===== src/rtl/timer_irq_gen.sv =====
// -----------------------------------------------------------------------------
// timer_irq_gen
//
// Machine-timer interrupt source. Holds the 64-bit mtime counter and the
// 64-bit mtimecmp compare register, both memory-mapped on the simple
// addr/wdata/rd_en/wr_en bus shared with the CSR file. When mtime >= mtimecmp
// it raises timer_irq toward the CSR trap input. It keeps the request up
// through a request / acknowledge / mret handshake so the core always sees a
// stable trap source until it has returned from the handler.
//
// Register window (byte offsets from BASE_ADDR, 32-bit words):
//   +0x4000  mtimecmp[31:0]
//   +0x4004  mtimecmp[63:32]
//   +0x4008  reload (only with TIMER_AUTO_RELOAD_EN)
//   +0xBFF8  mtime[31:0]
//   +0xBFFC  mtime[63:32]
//   Any other address reads 0, and writes to it are dropped.
//
// Optional build macro:
//   TIMER_AUTO_RELOAD_EN - adds a 32-bit reload register. When the core
//   acknowledges a pending interrupt, the reload value is added to mtimecmp.
//   This gives a periodic tick without software rewriting mtimecmp.
//
// Parameters:
//   PRESCALE   clock cycles per mtime increment (1..65535)
//   BASE_ADDR  base byte address of the register window
//
// Ports:
//   clk        system clock, all state on posedge
//   rst        synchronous active-high reset
//   addr       byte address from the load/store path
//   wdata      store data
//   wr_en      write strobe, one cycle per write
//   rd_en      read strobe
//   rdata      combinational read data, 0 when rd_en is low
//   irq_ack    core has vectored to the trap
//   mret       MRET retiring
//   timer_irq  interrupt request to the CSR trap input
//   irq_state  handshake FSM state (00 idle, 01 pending, 10 in service)
// -----------------------------------------------------------------------------
module timer_irq_gen #(
  parameter int unsigned PRESCALE  = 1,
  parameter logic [31:0] BASE_ADDR = 32'h0200_0000
) (
  input  logic        clk,
  input  logic        rst,
  input  logic [31:0] addr,
  input  logic [31:0] wdata,
  input  logic        wr_en,
  input  logic        rd_en,
  output logic [31:0] rdata,
  input  logic        irq_ack,
  input  logic        mret,
  output logic        timer_irq,
  output logic [1:0]  irq_state
);

  // FSM encodings; 2'b11 is never entered and falls back to idle.
  localparam logic [1:0] ST_IDLE       = 2'b00;
  localparam logic [1:0] ST_PENDING    = 2'b01;
  localparam logic [1:0] ST_IN_SERVICE = 2'b10;

  // Register offsets inside the window.
  localparam logic [31:0] OFF_CMP_LO  = 32'h0000_4000;
  localparam logic [31:0] OFF_CMP_HI  = 32'h0000_4004;
`ifdef TIMER_AUTO_RELOAD_EN
  localparam logic [31:0] OFF_RELOAD  = 32'h0000_4008;
`endif
  localparam logic [31:0] OFF_TIME_LO = 32'h0000_BFF8;
  localparam logic [31:0] OFF_TIME_HI = 32'h0000_BFFC;

  // Last value of the prescale counter before it wraps and mtime advances.
  localparam logic [15:0] PRESC_LAST = 16'(PRESCALE - 1);

  // ---------------------------------------------------------------------------
  // State
  // ---------------------------------------------------------------------------
  logic [15:0] presc_q,    presc_d;
  logic [63:0] mtime_q,    mtime_d;
  logic [63:0] mtimecmp_q, mtimecmp_d;
  logic [1:0]  state_q,    state_d;
  logic        irq_q,      irq_d;
`ifdef TIMER_AUTO_RELOAD_EN
  logic [31:0] reload_q,   reload_d;
`endif

  // ---------------------------------------------------------------------------
  // Address decode
  // ---------------------------------------------------------------------------
  // A subtraction, not a bit-slice match, so BASE_ADDR need not be aligned
  // to the window size.
  logic [31:0] offset;
  logic        wr_cmp_lo;
  logic        wr_cmp_hi;
  logic        wr_time_lo;
  logic        wr_time_hi;
`ifdef TIMER_AUTO_RELOAD_EN
  logic        wr_reload;
`endif

  assign offset     = addr - BASE_ADDR;
  assign wr_cmp_lo  = wr_en && (offset == OFF_CMP_LO);
  assign wr_cmp_hi  = wr_en && (offset == OFF_CMP_HI);
  assign wr_time_lo = wr_en && (offset == OFF_TIME_LO);
  assign wr_time_hi = wr_en && (offset == OFF_TIME_HI);
`ifdef TIMER_AUTO_RELOAD_EN
  assign wr_reload  = wr_en && (offset == OFF_RELOAD);
`endif

  // ---------------------------------------------------------------------------
  // Read mux
  // ---------------------------------------------------------------------------
  // Reads come from the registered values, so a same-cycle write to the
  // same address returns the old contents.
  always_comb begin
    rdata = '0;
    if (rd_en) begin
      case (offset)
        OFF_CMP_LO:  rdata = mtimecmp_q[31:0];
        OFF_CMP_HI:  rdata = mtimecmp_q[63:32];
`ifdef TIMER_AUTO_RELOAD_EN
        OFF_RELOAD:  rdata = reload_q;
`endif
        OFF_TIME_LO: rdata = mtime_q[31:0];
        OFF_TIME_HI: rdata = mtime_q[63:32];
        default:     rdata = '0;
      endcase
    end
  end

  // ---------------------------------------------------------------------------
  // Prescaler and mtime
  // ---------------------------------------------------------------------------
  logic tick;

  assign tick = (presc_q == PRESC_LAST);

  always_comb begin
    presc_d = tick ? 16'd0 : (presc_q + 16'd1);
  end

  // A bus write to either half of mtime replaces that cycle's increment.
  // This stops a carry from the old value corrupting freshly written software
  // state. The prescaler still wraps normally, so the tick is simply lost.
  always_comb begin
    mtime_d = mtime_q;
    if (wr_time_lo) begin
      mtime_d = {mtime_q[63:32], wdata};
    end else if (wr_time_hi) begin
      mtime_d = {wdata, mtime_q[31:0]};
    end else if (tick) begin
      mtime_d = mtime_q + 64'd1;
    end
  end

  // ---------------------------------------------------------------------------
  // Compare and handshake FSM
  // ---------------------------------------------------------------------------
  logic hit;
  logic take;

  assign hit  = (mtime_q >= mtimecmp_q);
  assign take = (state_q == ST_PENDING) && irq_ack;

  always_comb begin
    state_d = state_q;
    case (state_q)
      ST_IDLE: begin
        if (hit) state_d = ST_PENDING;
      end
      ST_PENDING: begin
        // The acknowledge wins over a withdrawn compare: once the core has
        // vectored, the trap must be seen through to mret.
        if (irq_ack)  state_d = ST_IN_SERVICE;
        else if (!hit) state_d = ST_IDLE;
      end
      ST_IN_SERVICE: begin
        if (mret) state_d = hit ? ST_PENDING : ST_IDLE;
      end
      default: state_d = ST_IDLE;
    endcase
  end

  // The request is registered from the next state, so it is glitch-free and
  // lines up exactly with irq_state.
  always_comb begin
    irq_d = (state_d == ST_PENDING) || (state_d == ST_IN_SERVICE);
  end

  // ---------------------------------------------------------------------------
  // mtimecmp (and optional auto-reload)
  // ---------------------------------------------------------------------------
`ifdef TIMER_AUTO_RELOAD_EN
  always_comb begin
    reload_d = wr_reload ? wdata : reload_q;
  end

  // A software write to either compare half overrides the reload step.
  always_comb begin
    mtimecmp_d = mtimecmp_q;
    if (wr_cmp_lo) begin
      mtimecmp_d = {mtimecmp_q[63:32], wdata};
    end else if (wr_cmp_hi) begin
      mtimecmp_d = {wdata, mtimecmp_q[31:0]};
    end else if (take) begin
      mtimecmp_d = mtimecmp_q + {32'd0, reload_q};
    end
  end
`else
  always_comb begin
    mtimecmp_d = mtimecmp_q;
    if (wr_cmp_lo) begin
      mtimecmp_d = {mtimecmp_q[63:32], wdata};
    end else if (wr_cmp_hi) begin
      mtimecmp_d = {wdata, mtimecmp_q[31:0]};
    end
  end

  // The acknowledge only steers the FSM in this build.
  logic take_unused;
  assign take_unused = take;
`endif

  // ---------------------------------------------------------------------------
  // Registers
  // ---------------------------------------------------------------------------
  always_ff @(posedge clk) begin
    if (rst) begin
      presc_q    <= '0;
      mtime_q    <= '0;
      mtimecmp_q <= '1;
      state_q    <= ST_IDLE;
      irq_q      <= 1'b0;
    end else begin
      presc_q    <= presc_d;
      mtime_q    <= mtime_d;
      mtimecmp_q <= mtimecmp_d;
      state_q    <= state_d;
      irq_q      <= irq_d;
    end
  end

`ifdef TIMER_AUTO_RELOAD_EN
  always_ff @(posedge clk) begin
    if (rst) begin
      reload_q <= '0;
    end else begin
      reload_q <= reload_d;
    end
  end
`endif

  assign timer_irq = irq_q;
  assign irq_state = state_q;

endmodule

===== config.mk =====
export PLATFORM = sky130hd
export DESIGN_NAME = timer_irq_gen
export DESIGN_NICKNAME = d
export VERILOG_FILES = /design/src/rtl/timer_irq_gen.sv
export SDC_FILE = /design/constraint.sdc
export NUM_CORES = 1
export LEC_CHECK = 0
export CAP_MARGIN = 20
export CORE_MARGIN = 4
export CORE_UTILIZATION = 33
export DETAILED_ROUTE_END_ITERATION = 10
export SLEW_MARGIN = 30
export SYNTH_ARGS = -nofsm -noshare
export SYNTH_HDL_FRONTEND = slang
export SYNTH_SLANG_ARGS = --single-unit

===== constraint.sdc =====
create_clock -name clk -period 10.3 [get_ports clk]
set_input_delay 2.06 -clock clk [delete_from_list [all_inputs] [get_ports clk]]
set_output_delay 2.06 -clock clk [all_outputs]
set_load 0.01 [all_outputs]

; Word-level counts from Yosys, hierarchy flattened
; Cells that the tools add are included.
[totals]
register_bits = 147
output_inout_bits = 35
wordCells = 47
[op_classes]
bitwise = 2
n_lt_le_gt_ge = 1
addsub = 3
eq_ne = 9
mux = 12
reduce_logical = 13
[op_table]
columns = cell, count
row1 = two-way mux 64 bit, 2
row2 = one-hot mux 32 bit (4 select lines), 1
row3 = two-way mux 32 bit, 3
row4 = "adder 64 x 1 -> 64 bit, second input constant", 1
row5 = "== test 32 x 15 -> 1 bit, second input constant", 2
row6 = "== test 32 x 16 -> 1 bit, second input constant", 2
row7 = >= comparator 64 bit, 1
row8 = "subtractor 32 x 26 -> 32 bit, second input constant", 1
row9 = "adder 16 x 1 -> 16 bit, second input constant", 1
row10 = logical NOT 16 bit, 1
row11 = two-way mux 2 bit, 4
row12 = one-hot mux 2 bit (3 select lines), 1
row13 = AND reduction 2 bit, 3
row14 = "== test 2 x 1 -> 1 bit, second input constant", 2
row15 = "== test 2 bit, second input constant", 2
row16 = logical AND 1 bit, 4
row17 = nonzero test 2 bit, 2
row18 = logical NOT 2 bit, 1
row19 = "!= test 2 bit, second input constant", 1
row20 = NOT 1 bit, 2
row21 = OR reduction 2 bit, 1
row22 = logical OR 1 bit, 1
row23 = two-way mux 1 bit, 1

; Longest topological paths before layout
[logic_depth]
ltp_word = 6
mapped_depth = 11

; Least setup slack after synthesis
; No wires, ideal clock.
[synth_path]
path_kind = input -> output
start = in addr[25]
end = out rdata[0]
stages = 9
t_arrival_ps = 4193
required_ps = 8240
slack_ps = 4047
n_path_buf = 1
path_cell_list = inv_1 ha_1 nor4b_2 nand4_2 nor3_1 clkbuf_1 a22o_1 a222oi_1 nor2_1
[synth_via]
elab_chain_len = 4
word_cells_on_any_way = 7
cone_classes = add/sub (1) / eq/ne (4) / mux (2)
[synth_rtl]
columns = item, line_no
row1 = from (decl), 47  ; input logic [31:0] addr,
row2 = subtractor 32 x 26 -> 32 bit (*), 101  ; assign offset = addr - BASE_ADDR;
row3 = == test 32 x 16 -> 1 bit or == test 32 x 15 -> 1 bit (tied branches), 118  ; case (offset)
row4 = one-hot mux 32 bit (4 select lines) (*), 118
row5 = two-way mux 32 bit (*), 117  ; if (rd_en) begin
row6 = to (decl), 51  ; output logic [31:0] rdata,
; Mark *: on every way between the ends. The rest lies on a longest branch, timed or not.

; Worst setup path after layout
[layout_path]
start = in addr[25]
end = out rdata[7]
; Same word-level chain as after synthesis.

==> summary.txt <==
Synth
  • Most used flip-flop cell after synthesis: dfxtp_1
  • Top cell type's share of synthesized area: 30.4%
  • Top cell types by occurrence after synthesis: dfxtp_1 (147), nand2_1 (139), nor2_1 (100)
  • Post-synthesis share of cell area spent on full adders, half adders and majority gates: 8.79%
  • Compound-Gate Fraction of Synth Area: 26.2%
  • Async set-reset flop share out of synthesis: 0%
  • Synth Register Bits: 147
  • Synth Cell Area: 9680 um2
  • Mean instance size in the synthesized netlist: 7.96 um2
  • Synth Area in Simple Gates: approximately 25%
  • EDFF count, synth: 0
  • Multiplexer fraction of the synthesized cell area: less than 1%
  • Most common cell in the netlist: dfxtp_1
  • Library cell with the largest summed area after synthesis: dfxtp_1
  • Main combinational cell family by area after synthesis: compound AO/OA/AOI/OAI gates
  • Count of unique library cells instantiated by Yosys: 72
  • Ys Warns: 0
  • Cell types with the largest area share after synthesis: dfxtp_1 (30%), ha_1 (8.8%), nand2_1 (5.4%)
  • XOR/XNOR Fraction of Synth Area: 2.98%
  • Sequential area share after synthesis: 30.4%
  • Post-Syn Nets: 1,355
  • Cell count after synthesis: approximately 1,200

Clocking
  • Post-CTS setup buffer count: 0
  • Num CTS Buffers: 17
  • Buffer type at the clock tree root: clkbuf_16
  • Resize count post-CTS: 0
  • Clock latency on the worst-skew pair: roughly 0.43 ns
  • Number of buffers inserted by hold repair at cts: 0
  • Largest buffer count on any clock path: 2
  • Htree depth: 4
  • Sink count of the clock tree: 147
  • Clock tree from TritonCTS: yes
  • Clk slew on worst S/H paths: 0.06 ns

Setup path
  • Startpoint class of the critical path: input port
  • Max Fanout on Critical Path: 25
  • Category of the critical setup timing path: in2out
  • Maximum cell stage delay along the critical path: 0.86 ns
  • Launching point of the worst reg2reg path: presc_q[0]
  • Worst EP arrival: 5.97 ns
  • Crit-path most repeated cell: clkdlybuf4s50_1
  • Endpoint of the lowest-slack register-to-register path: mtime_q[8]
  • Worst Setup SP: addr[25]
  • Cell-by-cell listing of the critical path: clkdlybuf4s50_1 > inv_1 > ha_1 > nor4b_2 > nand4_2 > nor3_2 > buf_4 > a22o_1 > a222oi_1 > nor2_1 > clkdlybuf4s50_1
  • Cell with the largest stage delay on the worst path: nor3_2
  • Required time reported for the critical path endpoint: a little over 8 ns
  • Critical path buffers and inverters: 4
  • Top delay family on crit path: simple AND/OR/NAND/NOR gates
  • Kind of end point of the critical path: primary output
  • Crit. path cell count: 11
  • Number of cell instances on the worst register-to-register path: 9
  • FF-to-FF setup slack: approximately 7.0 ns
  • Critical path endpoint: rdata[7]

Place
  • Port bufs: 104
  • Half-perimeter wire length of the detailed placement result: 24.5 mm
  • Routability cong.: 0.928

Timing
  • Actual slew at the worst max-slew pin: 0.946 ns
  • RSZ-0062 raised after global routing: no
  • Total count of max-transition violations in the final report: 0
  • Worst Hold Slack: 0.485 ns
  • Final hold violation count: 0
  • Final clock period utilization by the worst path: 77.9%
  • Min cycle time layout: 8.03 ns
  • Fmax: 0.125 GHz
  • Max_slew headroom: 36.9%
  • Skew final: 0.0107 ns
  • Final setup TNS: 0 ns
  • Count of final setup violators: 0

Flow run
  • Total of max-cap violations: 0

Power
  • Leak pwr: 4.64 nW
  • IR drop worst, VDD: 0.000103 V
  • Power per Cell Area: 111 nW/um2

Routing
  • Total via count after detailed routing: 9,895
  • Wirelength, routed: 34.2 mm
  • Via-per-instance ratio: 5.88
  • Remaining number of nets flagged by the antenna check after routing: 0
  • Mean routed wirelength per cell: slightly above 20 um
  • Number of iterations in the first detailed-routing pass: 10
  • Number of DRC violations after detailed-routing iteration 0: 997
  • Remaining DRCs: 0

Floorplan
  • Full die area: around 32,000 um2
  • Number of primary I/O pins: 105
  • Standard cell core area: 28,900 um2
  • Height of the die: between 150 and 200 um
  • Initial core utilization: 33.6%
  • Overall die width: 179 um
  • Num rows: 62

Layout
  • Fill cell instance count of the final layout: 2,975
  • Area growth from synthesis to final layout: 21.3%
  • Share of post-route cells with drive strength above 1: 6.93%
  • Nets: between 1,000 and 1,500
  • ANT cells: 0

Outcome
  • Status: finished, final reports clean

GRT
  • Gr usage total: between 20% and 30%
  • Via count of the first global-routing pass: about 9,500
  • Remaining global-route overflow: 0
  • Pin count of the biggest net entering global routing: 65
  • Antenna violations before repair: 0
  • First-pass GRT wire length: between 50 and 60 mm

Min path
  • Hold Path Class: reg2reg
-- where the power goes --
part           total, mW  switching, mW  internal, mW
Clock              0.667          0.261         0.406
Sequential         0.571        0.00186         0.569
Combinational     0.0638         0.0347        0.0292
Total               1.30          0.298          1.00
-- through the flow --
step | power, mW | std cells | cell area [um2] | setup slack [ns] | util, %
CTS | 1.31 | 1682 | 11700 | 2.25 | 40.7
detailed placement | 0.647 | 1650 | 11100 | 2.27 | 38.5
floorplan | 0.602 | 1217 | 9680 | 4.05 | -
finish | 1.30 | 1682 | 11800 | 2.27 | 40.7
global route | 1.34 | 1682 | 11800 | 2.01 | 40.7
global placement | 0.647 | 1649 | 11100 | 2.30 | 38.5
-- per-layer routing --
| metal | wire length [um] | vias up | track usage [%] |
|---|---|---|---|
| met4 | 437 | 0 | 4.92 |
| met3 | 2210 | 35 | 3.35 |
| met1 | 15500 | 4751 | 29.4 |
| met5 | 0 | - | 0 |
| li1 | - | 4766 | - |
| met2 | 16000 | 343 | 34.7 |
-- placed cells by master, fill, tap and decap left out, drive strengths merged, types with 28 or more instances in the layout --
master / count
a222oi: 32
o21ai: 51
a211oi: 28
inv: 78
dfxtp: 147
o211ai: 69
nand4: 53
nand3: 40
nor4: 35
clkdlybuf4s50: 103
nand2: 139
nor2: 100
a22o: 34
ha: 68
a21oi: 60
-- worst min path at each step --
stage,start,depth (start not counted),endpoint
global placement,presc_q[0],1,presc_q[0]
finish,presc_q[0],1,presc_q[0]
global route,presc_q[0],1,presc_q[0]
CTS,presc_q[0],1,presc_q[0]
detailed placement,presc_q[0],1,presc_q[0]
floorplan,presc_q[0],1,presc_q[0]
-- flip-flops by register name, indices dropped and copies added, names as in the netlist --
register and cells:
mtime_q 64, mtimecmp_q 64, presc_q 16, irq_state 2
timer_irq 1
-- area by class of cell --
type	instances	area (um2)	share of cell area (%)
Tap cell	384	480	4.09
Timing Repair Buffer	127	1210	10.3
Inverter	79	297	2.52
Sequential cell	147	2940	25.0
Clock inverter	13	185	1.58
Clock buffer	19	433	3.68
Multi-Input combinational cell	913	6200	52.8
-- kinds of logic after synthesis --
kind of cell,Yosys count
AND/OR/NAND/NOR,461
multiplexers,1
buffers and inverters,157
AO/OA/AOI/OAI,350
XOR/XNOR,33
flip-flops,147
adder cells (fa/ha/maj),68
Note: power is estimated with default switching activity, not from simulation.
